==> config.mk <==
export PLATFORM = sky130hd
export DESIGN_NAME = uart_tx_feeder
export DESIGN_NICKNAME = d
export VERILOG_FILES = /design/src/rtl/uart_tx_feeder.sv
export SDC_FILE = /design/constraint.sdc
export NUM_CORES = 1
export LEC_CHECK = 0
export BUFFER_PORTS_ARGS = -buffer_cell sky130_fd_sc_hd__buf_2
export CORE_ASPECT_RATIO = 1.2
export CORE_UTILIZATION = 55
export CTS_BUF_LIST = sky130_fd_sc_hd__clkbuf_4 sky130_fd_sc_hd__clkbuf_8 sky130_fd_sc_hd__clkbuf_16
export DETAILED_ROUTE_END_ITERATION = 8
export PLACE_DENSITY = 0.84
export SLEW_MARGIN = 40
export SYNTH_ARGS = -nofsm -noshare
export SYNTH_HDL_FRONTEND = slang
export SYNTH_SLANG_ARGS = --single-unit
==> constraint.sdc <==
create_clock -name clk -period 2.8 [get_ports clk]
set_input_delay 0.7 -clock clk [delete_from_list [all_inputs] [get_ports clk]]
set_output_delay 0.7 -clock clk [all_outputs]
set_load 0.005 [all_outputs]
==> src/rtl/uart_tx_feeder.sv <==
`default_nettype none
// uart_tx_feeder: byte FIFO that feeds a UART transmitter through a
// three-state launch/handshake FSM. Revision 1.0.
module uart_tx_feeder #(
  parameter int DEPTH = 8,
  parameter int CW    = $clog2(DEPTH) + 1
) (
  input  logic          clk,
  input  logic          rst,
  input  logic          wr_en,
  input  logic [7:0]    wr_data,
  output logic          full,
  output logic          empty,
  output logic [CW-1:0] count,
  output logic          overflow,
  output logic          tx_start,
  output logic [7:0]    tx_data,
  input  logic          tx_done,
  output logic          busy
);

  localparam int            c_AW        = $clog2(DEPTH);
  localparam logic [CW-1:0] c_DEPTH     = CW'(DEPTH);
  localparam logic [1:0]    c_IDLE      = 2'd0;
  localparam logic [1:0]    c_LAUNCH    = 2'd1;
  localparam logic [1:0]    c_WAIT_DONE = 2'd2;

  logic [1:0]      state_q, state_d;
  logic [c_AW-1:0] wptr_q, rptr_q;
  logic [CW-1:0]   count_q, count_d;
  logic            ovf_q;
  logic [7:0]      txdata_q;
  logic            txdone_q;
  logic [7:0]      mem_q [DEPTH];

  logic w_full, w_empty, w_push, w_pop;

  // Full is judged before any same-cycle pop, so a push at full is always dropped.
  assign w_full  = (count_q == c_DEPTH);
  assign w_empty = (count_q == '0);
  assign w_push  = wr_en && !w_full;
  assign w_pop   = (state_q == c_IDLE) && !w_empty;

  always_ff @(posedge clk or negedge rst) begin
    if (!rst) state_q <= c_IDLE;
    else      state_q <= state_d;
  end

  always_comb begin
    state_d = state_q;
    unique case (state_q)
      c_IDLE:      if (!w_empty) state_d = c_LAUNCH;
      c_LAUNCH:    state_d = c_WAIT_DONE;
      c_WAIT_DONE: if (tx_done && !txdone_q) state_d = c_IDLE;
      default:     state_d = c_IDLE;
    endcase
  end

  always_comb begin
    tx_start = (state_q == c_LAUNCH);
    busy     = (state_q != c_IDLE);
  end

  always_comb begin
    count_d = count_q;
    unique case ({w_push, w_pop})
      2'b10:   count_d = count_q + 1'b1;
      2'b01:   count_d = count_q - 1'b1;
      default: count_d = count_q;
    endcase
  end

  always_ff @(posedge clk) begin
    if (w_push) mem_q[wptr_q] <= wr_data;
  end

  // txdone_q follows tx_done every cycle, so a level already high when
  // WAIT_DONE is entered never looks like a rising edge.
  always_ff @(posedge clk or negedge rst) begin
    if (!rst) begin
      wptr_q   <= '0;
      rptr_q   <= '0;
      count_q  <= '0;
      ovf_q    <= 1'b0;
      txdata_q <= 8'h00;
      txdone_q <= 1'b0;
    end else begin
      count_q  <= count_d;
      ovf_q    <= wr_en && w_full;
      txdone_q <= tx_done;
      if (w_push) wptr_q <= wptr_q + 1'b1;
      if (w_pop) begin
        rptr_q   <= rptr_q + 1'b1;
        txdata_q <= mem_q[rptr_q];
      end
    end
  end

  assign full     = w_full;
  assign empty    = w_empty;
  assign count    = count_q;
  assign overflow = ovf_q;
  assign tx_data  = txdata_q;

endmodule
`default_nettype wire
# --- Word level (Yosys, flattened, before mapping) ---
# Memory sizes are Yosys's and may differ from the RTL's. A register that Yosys moved wholly into a read port is not among the register bits.
# Index checks and enable logic that the tools add are counted.
op_classes:
  addsub: 4
  n_mul: 0
  n_div: 0
  order_cmp: 0
  eq_ne: 7
  shifts: 0
  mux: 6
  bitwise_logic: 0
  reduce_logical: 13
op_table:
  columns: ["cell", "n"]
  rows:
  - ["4-bit case mux with 2 select lines", 1]
  - ["3-bit by 1-bit adder with 3-bit output, second input constant", 2]
  - ["2-bit case mux with 3 select lines", 1]
  - ["4-bit by 1-bit adder with 4-bit output, second input constant", 1]
  - ["2-bit by 1-bit equality test with 1-bit output, second input constant", 2]
  - ["2-bit equality test, second input constant", 2]
  - ["4-bit equality test, second input constant", 1]
  - ["1-bit logical AND", 4]
  - ["1-bit logical NOT", 4]
  - ["4-bit logical NOT", 1]
  - ["2-bit 2-to-1 mux", 2]
  - ["2-bit inequality test, second input constant", 2]
  - ["2-bit nonzero test", 2]
  - ["4-bit by 1-bit subtractor with 4-bit output, second input constant", 1]
  - ["2-bit logical NOT", 1]
  - ["1-bit 2-to-1 mux", 2]
  - ["2-bit AND reduction", 1]
word_totals:
  ff_bits: 14
  latch_bits: 0
  ramBits: 64
  mem_bits_ro: 0
  inputBits: 12
  output_inout_bits: 17
  n_memories: 1
memory_table:
  columns: ["memory", "depth", "width", "read_ports", "rd_ports_with_merged_regs", "write_ports", "line", "text"]
  rows:
  - ["mem_q", 8, 8, 1, 1, 1, "34", "logic [7:0] mem_q [DEPTH];"]

# --- Depth between registers and ports, before layout ---
# Gate-level depths: netlist of the first run.
logic_depth:
  depth_word: 5
  ltp_mapped: 11

# --- Least setup slack after synthesis of the first run ---
# No wires, ideal clock.
synth_path:
  path_kind: "register to register"
  from: "reg count_q[1] (netlist: count[1])"
  to: "reg count_q[2] (netlist: count[2])"
  arrival_ps: 2187
  setup_slack_ps: 483
  stages_incl_launch_ff: 12
  synth_period_minus_slack_ps: 2317
  path_cell_list: "dfrtp_1 > nor4_2 > or2_4 > inv_2 > buf_6 > ha_1 > xor2_1 > ha_1 > a21oi_1 > xor2_1 > nor2_1 > xor2_1"
synth_between:
  elab_chain_len: 5
synth_rtl:
  columns: ["element", "line", "text"]
  rows:
  - ["start: declaration", "30", "logic [CW-1:0] count_q, count_d;"]
  - ["start signal: assignment", "88", "count_q <= count_d;"]
  - ["4-bit logical NOT *", "40", "assign w_empty = (count_q == '0);"]
  - ["named net empty", "13", "output logic empty,"]
  - ["1-bit logical NOT *", null, null]
  - ["1-bit logical AND *", "42", "assign w_pop = (state_q == c_IDLE) && !w_empty;"]
  - ["named net w_pop", "36", "logic w_full, w_empty, w_push, w_pop;"]
  - ["2-bit by 1-bit equality test with 1-bit output or 2-bit equality test (tied branches)", "66", "unique case ({w_push, w_pop})"]
  - ["4-bit case mux with 2 select lines or 2-bit nonzero test (tied branches)", null, null]
# Mark *: on every way through the listed nets, which the timed path passes. The rest lies on a longest branch.
# A chain may end at the register's enable or synchronous reset.

# --- Worst setup path after layout of the first run ---
layout_path:
  from: "reg count_q[1] (netlist: count[1])"
  to: "reg count_q[2] (netlist: count[2])"
layout_between:
  elab_chain_len: 5
layout_rtl:
  columns: ["element", "line"]
  rows:
  - ["4-bit equality test or 4-bit logical NOT (tied branches)", "39, 40"]
  - ["1-bit logical NOT, on equally long branches", null]
  - ["1-bit logical AND, on equally long branches", "41, 42"]
  - ["2-bit by 1-bit equality test with 1-bit output or 2-bit equality test (tied branches)", "66"]
  - ["4-bit case mux with 2 select lines or 2-bit nonzero test (tied branches)", null]
# Parallel ways exist; a longest one is shown, timed or not.

==> flow_metrics.tcl, run 1 <==
set metrics [dict create \
    grt_use_total 0.211 \
    power.internal_uw 2730 \
    worst_path_most_repeated_cell "xor2_1" \
    cts_tree "done" \
    yosysWarnings 0 \
    sw_frac_of_total 0.342 \
    cts.path.max_buffers 2 \
    synth_area_sq_um 3480 \
    hold_class "in2async" \
    final_cell_mix "edfxtp_1 (64), mux2i_1 (32), nand2_1 (28), buf_2 (28), dfrtp_1 (22)" \
    max_freq_ghz 0.396 \
    power.density_nw_per_um2 1050 \
    rsz0062_at_grt "no" \
    insertion_delay_ns 0.36 \
    avgSynthCellArea_sq_um 15.1 \
    synth_ff_type "edfxtp_1" \
    gp_congestion 0.747 \
    clock_power_share 0.211 \
    max-slew-margin-rel 0.526 \
    n_fill_cell 436 \
    multi_input_area_sq_um 933 \
    die_x_microns 74.6 \
    ctsHtreeMaxLevel 3 \
    ios 29 \
    total_power_uw 4140 \
    via_count 1977 \
    synth_edf_count 64 \
    area_growth_pct 13.2 \
    final-hold-violation-count 0 \
    drc 0 \
    pwr-share-comb 0.339 \
    async_flop_share 0.256 \
    cts-hold-fix-buffers 0 \
    post_cts_buffers 0 \
    ys_types 33 \
    final_nets 287 \
    min_period_ns 2.52 \
    hpwl_microns 4010 \
    critPathLaunchType "flop" \
    grt-ovfl-total 0 \
    min_period_over_period 0.901 \
    required_ns 3.04 \
    firstDrtPassIters 4 \
    routed_via_density 5.54 \
    drt_iter0_drc 192 \
    leakagePower_uw 0.00158 \
    wire_per_inst_microns 17.7 \
    status "finished clean" \
    final_common_cell "edfxtp_1" \
    path_clk_slew_ns 0.08 \
    netlist_instances 231 \
    rows 31 \
    maxSlewViolCount 0 \
    antenna_found_initial 0 \
    grt_pass1_vias 1876 \
    worstMarginPinSlew_ns 0.710 \
    critPathCaptureType "flop" \
    final_core_util 0.647 \
    die_h_microns 89.2 \
    grt_pass1_wl_microns 9570 \
    final_antenna_net_count 0 \
    setup_violations 0 \
    portBuffers 28 \
    power.share.sequential 0.450 \
    drt-total-wl_microns 6330 \
    cts_root_buffer "clkbuf_8" \
    drive_gt1_frac 0.218 \
    ir_worst_vdd_uv 779 \
    ctsResizeCount 0 \
    rrSetupSlack_ns 0.28 \
    critPathMaxStageDelay_ns 0.48 \
    reg2reg_from "count[1]" \
    p_switching_uw 1420 \
    worstPathMaxFanout 12 \
    worstPathArrival_ns 2.76 \
    ys_seq_area_frac 0.710 \
    initial_utilization 0.572 \
    crit_chain "nor4_2, or2_4, inv_2, ha_1, xor2_1, ha_1, a21oi_1, xor2_1, nor2_1, xor2_1" \
    layout.area.seq_sq_um 2470 \
    cts_buffers 9 \
    drv_cap 0 \
    cts_sinks 86 \
    n_antenna_cell 0 \
    synth_seq_cells 86 \
    grt_start_max_net_pins 35 \
    coreArea_sq_um 6090 \
    fin_tns_setup_ns 0 \
    slowest_stage "dfrtp_1" \
    synth_nets 248 \
    reg2reg_depth 10 \
    die-area_sq_um 6650 \
    path_class "reg2reg" \
    finClkSkew_ns 0.0104 \
    r2r-end "count[2]" \
]
[synth_stat cells, drive strengths merged (2+ instances only)]
cell	n	area, sq um
xnor2	5	43.8
nand2	28	105
nor2b	3	21.3
buf	9	57.6
nor4	2	18.8
nor4b	2	23.8
nand2b	4	25.0
dfrtp	22	551
nor3	3	15.0
nand3	9	45.0
mux2i	32	320
and2	2	12.5
or2	2	15.0
xor2	3	26.3
ha	5	62.6
a22oi	16	120
edfxtp	64	1920
inv	5	18.8
nor2	9	33.8
[worst max-delay path by stage]
| stage | cells after the start | end | slack [ns] | from |
|---|---|---|---|---|
| 3_3_place_gp | 10 | count[2] | 0.38 | count[1] |
| 2_1_floorplan | 11 | count[2] | 0.48 | count[1] |
| 6_report | 10 | count[2] | 0.28 | count[1] |
| 5_1_grt | 10 | count[2] | 0.11 | count[1] |
| 4_1_cts | 10 | count[2] | 0.26 | count[1] |
| 3_5_place_dp | 10 | count[2] | 0.27 | count[1] |
[cell type report]
class                      count  share of cell area
inverter                       5             0.00476
clock inverter                 5              0.0152
multi-input combinational    131               0.237
timing repair buffer          37              0.0527
tap                           82              0.0260
sequential                    86               0.628
clock buffer                  11              0.0368
[logic make-up (layout without fill, tap and decap cells)]
logic type	count (synthesis)	in the layout	share of synthesized area
compound gates	20	20	0.0420
mux	33	33	0.0952
flops	86	86	0.710
simple gates	65	65	0.0927
fa+ha+maj	5	5	0.0180
xor+xnor	8	8	0.0201
buf+inv	14	58	0.0219
[critical path: cells and delay by family (launching register included)]
family          cells  cell delay (ns)
compound gates      1             0.14
xor+xnor            3             0.47
fa+ha+maj           2             0.46
buf+inv             1             0.14
flops               1             0.48
simple gates        3             0.70
[metrics by stage]
stage / worst slack (ns) / cells / hold WS, ns / instance area [sq um]
after floorplan: 0.483 / 231 / 0.404 / 3480
after global placement: 0.380 / 341 / 0.457 / 3730
after detailed placement: 0.270 / 341 / 0.460 / 3730
after CTS: 0.258 / 357 / 0.315 / 3940
after global routing: 0.113 / 357 / 0.344 / 3940
final: 0.278 / 357 / 0.305 / 3940
[registers in the layout (all words and copies together), names as in the netlist]
name / count
txdone_q: 1
wptr_q: 3
overflow: 1
tx_data: 8
count: 4
rptr_q: 3
state_q: 2
mem_q: 64
[per-layer routing]
metal  vias to the layer above  global-route usage  wire length, microns
li1                        935                   -                     -
met4                         0              0.0892                   112
met2                        58               0.356                  3350
met5                         -                   0                     0
met1                       976               0.258                  2550
met3                         8              0.0519                   316
[power by group through the flow]
stage	clock network (uW)	registers, uW	logic [uW]
6_report	874	1870	1400
5_1_grt	938	1900	1560
4_1_cts	882	1870	1420
3_5_place_dp	0	1890	1410
3_3_place_gp	0	1870	1360
2_1_floorplan	0	1860	1040
Power figures use the tool's default switching activity.
==> run 2: changes to the inputs <==
- PLACE_DENSITY: 0.84 -> 0.81
==> flow_metrics.tcl, run 2 (synthesized netlist as in run 1, its figures left out) <==
set metrics [dict create \
    drc 0 \
    fin_tns_setup_ns 0 \
    stdcell_count 357 \
    final-hold-violation-count 0 \
    grt_start_max_net_pins 35 \
    cts.path.max_buffers 2 \
    maxSlewViolCount 0 \
    drv_cap 0 \
    setup_slack_ns 0.242 \
    die_h_microns 89.2 \
    via_count 1958 \
    portBuffers 28 \
    crit_chain "nor4_2, or2_4, inv_2, ha_1, xor2_1, ha_1, a21oi_1, xor2_1, nor2_1, xor2_1" \
    drt-total-wl_microns 6290 \
    drt_iter0_drc 101 \
    firstDrtPassIters 4 \
    dpl_worst_slack_ns 0.256 \
    worstPathArrival_ns 2.80 \
    path_class "reg2reg" \
    power.internal_uw 2690 \
    slowest_stage "dfrtp_1" \
    initial_utilization 0.572 \
    leakagePower_uw 0.00158 \
    worstMarginPinSlew_ns 0.713 \
    largest_reg_flops 64 \
    pwr-share-comb 0.342 \
    cts_buffers 9 \
    largest_register "mem_q" \
    min_period_over_period 0.914 \
    grt_use_total 0.216 \
    cts_root_buffer "clkbuf_8" \
    max-slew-margin-rel 0.524 \
    cts-hold-fix-buffers 0 \
    required_ns 3.04 \
    coreArea_sq_um 6090 \
    die_x_microns 74.6 \
    antenna_found_initial 0 \
    cts_sinks 86 \
    die-area_sq_um 6650 \
    wire_per_inst_microns 17.6 \
    reg2reg_depth 10 \
    hold_class "in2async" \
    critPathCaptureType "flop" \
    n_antenna_cell 0 \
    grt_pass1_wl_microns 9920 \
    cp.depth 10 \
    place_area_sq_um 3730 \
    finClkSkew_ns 0.0116 \
    critPathLaunchType "flop" \
    hpwl_microns 3980 \
    power.share.sequential 0.450 \
    setup_violations 0 \
    fin_area_sq_um 3930 \
    insertion_delay_ns 0.37 \
    p_switching_uw 1440 \
    path_clk_slew_ns 0.09 \
    place_inst 341 \
    sw_frac_of_total 0.349 \
    area_growth_pct 12.9 \
    crit_buf_inv 1 \
    final_nets 287 \
    drive_gt1_frac 0.215 \
    final_cell_mix "edfxtp_1 (64), mux2i_1 (32), nand2_1 (28), buf_2 (28), dfrtp_1 (22)" \
    min_period_ns 2.56 \
    cts_tree "done" \
    ir_worst_vdd_uv 706 \
    critPathMaxStageDelay_ns 0.48 \
    clock_power_share 0.209 \
    grt-ovfl-total 0 \
    status "finished clean" \
    final_antenna_net_count 0 \
    n_fill_cell 444 \
    grt_pass1_vias 1960 \
    worst_path_most_repeated_cell "xor2_1" \
    post_cts_buffers 0 \
    rsz0062_at_grt "no" \
    ctsHtreeMaxLevel 3 \
    ios 29 \
    rows 31 \
    gp_congestion 0.786 \
    worstPathMaxFanout 12 \
    ctsResizeCount 0 \
    final_common_cell "edfxtp_1" \
    multi_input_area_sq_um 933 \
    power.density_nw_per_um2 1050 \
    final_core_util 0.646 \
    critPathTopFamily "simple AND/OR/NAND/NOR gates" \
    routed_via_density 5.48 \
    max_freq_ghz 0.391 \
    layout.area.seq_sq_um 2470 \
]
-- run 2: power groups by stage --
stage | registers, uW | logic, uW | clock network (uW)
global placement | 1870 | 1370 | 0
detailed placement | 1890 | 1410 | 0
floorplan | 1860 | 1040 | 0
CTS | 1860 | 1430 | 867
global route | 1900 | 1590 | 926
finish | 1860 | 1410 | 864
-- run 2: metrics by stage --
stage | power [uW] | hold slack, ns
CTS | 4160 | 0.302
detailed placement | 3300 | 0.461
finish | 4140 | 0.282
global placement | 3240 | 0.457
floorplan | 2910 | 0.404
global route | 4420 | 0.325
-- run 2: per-layer routing --
layer / up-vias / track usage / share of wire
li1: 929 / - / -
met1: 964 / 0.246 / 0.40
met2: 48 / 0.368 / 0.53
met3: 17 / 0.0395 / 0.042
met4: 0 / 0.149 / 0.027
met5: - / 0 / 0
-- run 2: path summary, 6_finish.rpt --
kind	start	end	slack (ns)
setup / recovery	count[1]	count[2]	0.24
max in group asynchronous	rst	wptr_q[2]	2.19
setup reg to reg	count[1]	count[2]	0.24
hold reg to reg	tx_data[0]	tx_data[0]	0.48
min in group clk	tx_done	txdone_q	0.46
hold / removal	rst	rptr_q[1]	0.28
-- run 2: final cells by class --
type	count	share of cell area
tap	82	0.0261
clock inverter	7	0.0188
inverter	5	0.00477
timing repair buffer	37	0.0528
clock buffer	9	0.0315
multi-input combinational	131	0.237
sequential	86	0.629
==> run 3: changes to the inputs <==
- ABC_AREA: unset -> 1
==> flow_metrics.tcl, run 3 <==
set metrics [dict create \
    status "finished clean" \
    die-area_sq_um 6960 \
    power.density_nw_per_um2 1120 \
    routed_via_density 5.42 \
    final_core_util 0.623 \
    ys_seq_area_frac 0.679 \
    coreArea_sq_um 6410 \
    drt_iter0_drc 220 \
    via_count 2361 \
    die_h_microns 91.2 \
    min_period_over_period 0.742 \
    leakagePower_uw 0.00160 \
    cts-hold-fix-buffers 0 \
    final_nets 363 \
    holdWs_ns 0.305 \
    required_ns 3.03 \
    critPathLaunchType "flop" \
    grt_start_max_net_pins 33 \
    hpwl_microns 4990 \
    worstMarginPinSlew_ns 0.700 \
    synthTopCellsByCount "nor2_1 (78), edfxtp_1 (64), nand2_1 (38)" \
    final_common_cell "nor2_1" \
    drive_gt1_frac 0.168 \
    ios 29 \
    synth_top_area_frac 0.527 \
    n_antenna_cell 0 \
    firstDrtPassIters 4 \
    power.share.sequential 0.431 \
    initial_utilization 0.569 \
    cts.path.max_buffers 2 \
    async_flop_share 0.256 \
    netlist.top_cell.by_area "edfxtp_1" \
    die_x_microns 76.3 \
    synth_nets 335 \
    synth_edf_count 64 \
    synth_area_sq_um 3640 \
    ir_worst_vdd_uv 460 \
    yosys.cell_count.top_type "nor2_1" \
    grt_pass1_vias 2336 \
    antenna_found_initial 0 \
    grt_pass1_wl_microns 11600 \
    worstPathMaxFanout 15 \
    min_period_ns 2.08 \
    clock_power_share 0.212 \
    rsz0062_at_grt "no" \
    finClkSkew_ns 0.00852 \
    total_power_uw 4460 \
    critPathCaptureType "flop" \
    ys_top_cells_by_area "edfxtp_1 (53%), dfrtp_1 (15%), nor2_1 (8.0%)" \
    drt-total-wl_microns 7200 \
    portBuffers 28 \
    setup_violations 0 \
    grt-ovfl-total 0 \
    cts_tree "done" \
    ctsResizeCount 0 \
    netlist_instances 318 \
    post_cts_buffers 0 \
    largest_reg_flops 64 \
    area_growth_pct 9.55 \
    grt_use_total 0.231 \
    path_clk_slew_ns 0.09 \
    yosysWarnings 0 \
    final_cell_mix "nor2_1 (78), edfxtp_1 (64), nand2_1 (38)" \
    max-slew-margin-rel 0.533 \
    path_class "reg2reg" \
    largest_register "mem_q" \
    avgSynthCellArea_sq_um 11.5 \
    hold_class "in2async" \
    fin_tns_setup_ns 0 \
    synth_ff_type "edfxtp_1" \
    synth_seq_cells 86 \
    worstPathArrival_ns 2.31 \
    final_antenna_net_count 0 \
    gp_congestion 0.829 \
    drv_cap 0 \
    rows 32 \
    final-hold-violation-count 0 \
    wire_per_inst_microns 16.5 \
    ctsHtreeMaxLevel 3 \
    power.internal_uw 2750 \
    cts_buffers 9 \
    maxSlewViolCount 0 \
    pwr-share-comb 0.357 \
    insertion_delay_ns 0.35 \
    rrSetupSlack_ns 0.72 \
    p_switching_uw 1710 \
    drc 0 \
    max_freq_ghz 0.481 \
    cts_root_buffer "clkbuf_8" \
    sw_frac_of_total 0.384 \
    ys_types 27 \
    cts_sinks 86 \
]
[run 3: cell count changes after synthesis, sizes merged, moves of 11 or more]
cell	before	now
nand3	9	29
a22oi	16	0
o21ai	1	38
inv	5	19
mux2i	32	0
nor2	9	80
nand2	28	39
[run 3: logic make-up after synthesis]
group           share of synthesized area
fa+ha+maj                          0.0172
xor+xnor                           0.0144
compound gates                     0.0567
simple gates                        0.176
flops                               0.679
buf+inv                            0.0570
[run 3: per-stage QoR]
step                      worst slack [ns]  std cells  cell area [sq um]
after floorplan                      0.909        318               3640
after global placement               0.796        420               3770
after detailed placement             0.704        420               3770
after CTS                            0.723        436               3990
after global routing                 0.521        436               3990
final                                0.723        436               3990
[run 3: worst paths after layout]
kind / from / cells past startpoint / to
worst max register to register: count[0] / 12 / count[2]
worst min register to register: tx_data[4] / 2 / tx_data[4]
worst max-delay path: count[0] / 12 / count[2]
max in group asynchronous: rst / 1 / wptr_q[1]
worst min-delay path: rst / 1 / count[3]
min in group clk: tx_done / 1 / txdone_q
[run 3: power groups by stage]
stage / logic, uW / registers [uW] / clock network [uW]
final: 1590 / 1920 / 947
after global routing: 1790 / 1960 / 1010
after CTS: 1590 / 1920 / 953
after detailed placement: 1570 / 1950 / 0
after global placement: 1510 / 1940 / 0
after floorplan: 1350 / 1840 / 0
[run 3: critical path, cell delays in order (launching register included)]
cell and delay [ns]:
dfrtp_1 0.48, nor2_4 0.06, nand3_2 0.08, inv_4 0.05, nor2_8 0.22, ha_1 0.27
inv_1 0.07, nand2_1 0.06, nand2_1 0.08, ha_1 0.19, a21oi_1 0.15, xor2_1 0.16
o21ai_0 0.10
[run 3: area by class of cell]
cell class / instances / area [sq um]
clock inverter: 7 / 97.6
multi-input combinational: 200 / 963
clock buffer: 9 / 124
fill: 522 / 2410
inverter: 20 / 80.1
tap: 85 / 106
sequential: 86 / 2470
timing repair buffer: 29 / 148
[run 3: metal layers]
| layer | wire, microns | track usage |
|---|---|---|
| met1 | 2840 | 0.276 |
| met2 | 3640 | 0.396 |
| met3 | 482 | 0.0352 |
| met4 | 233 | 0.133 |
| met5 | 0 | 0 |
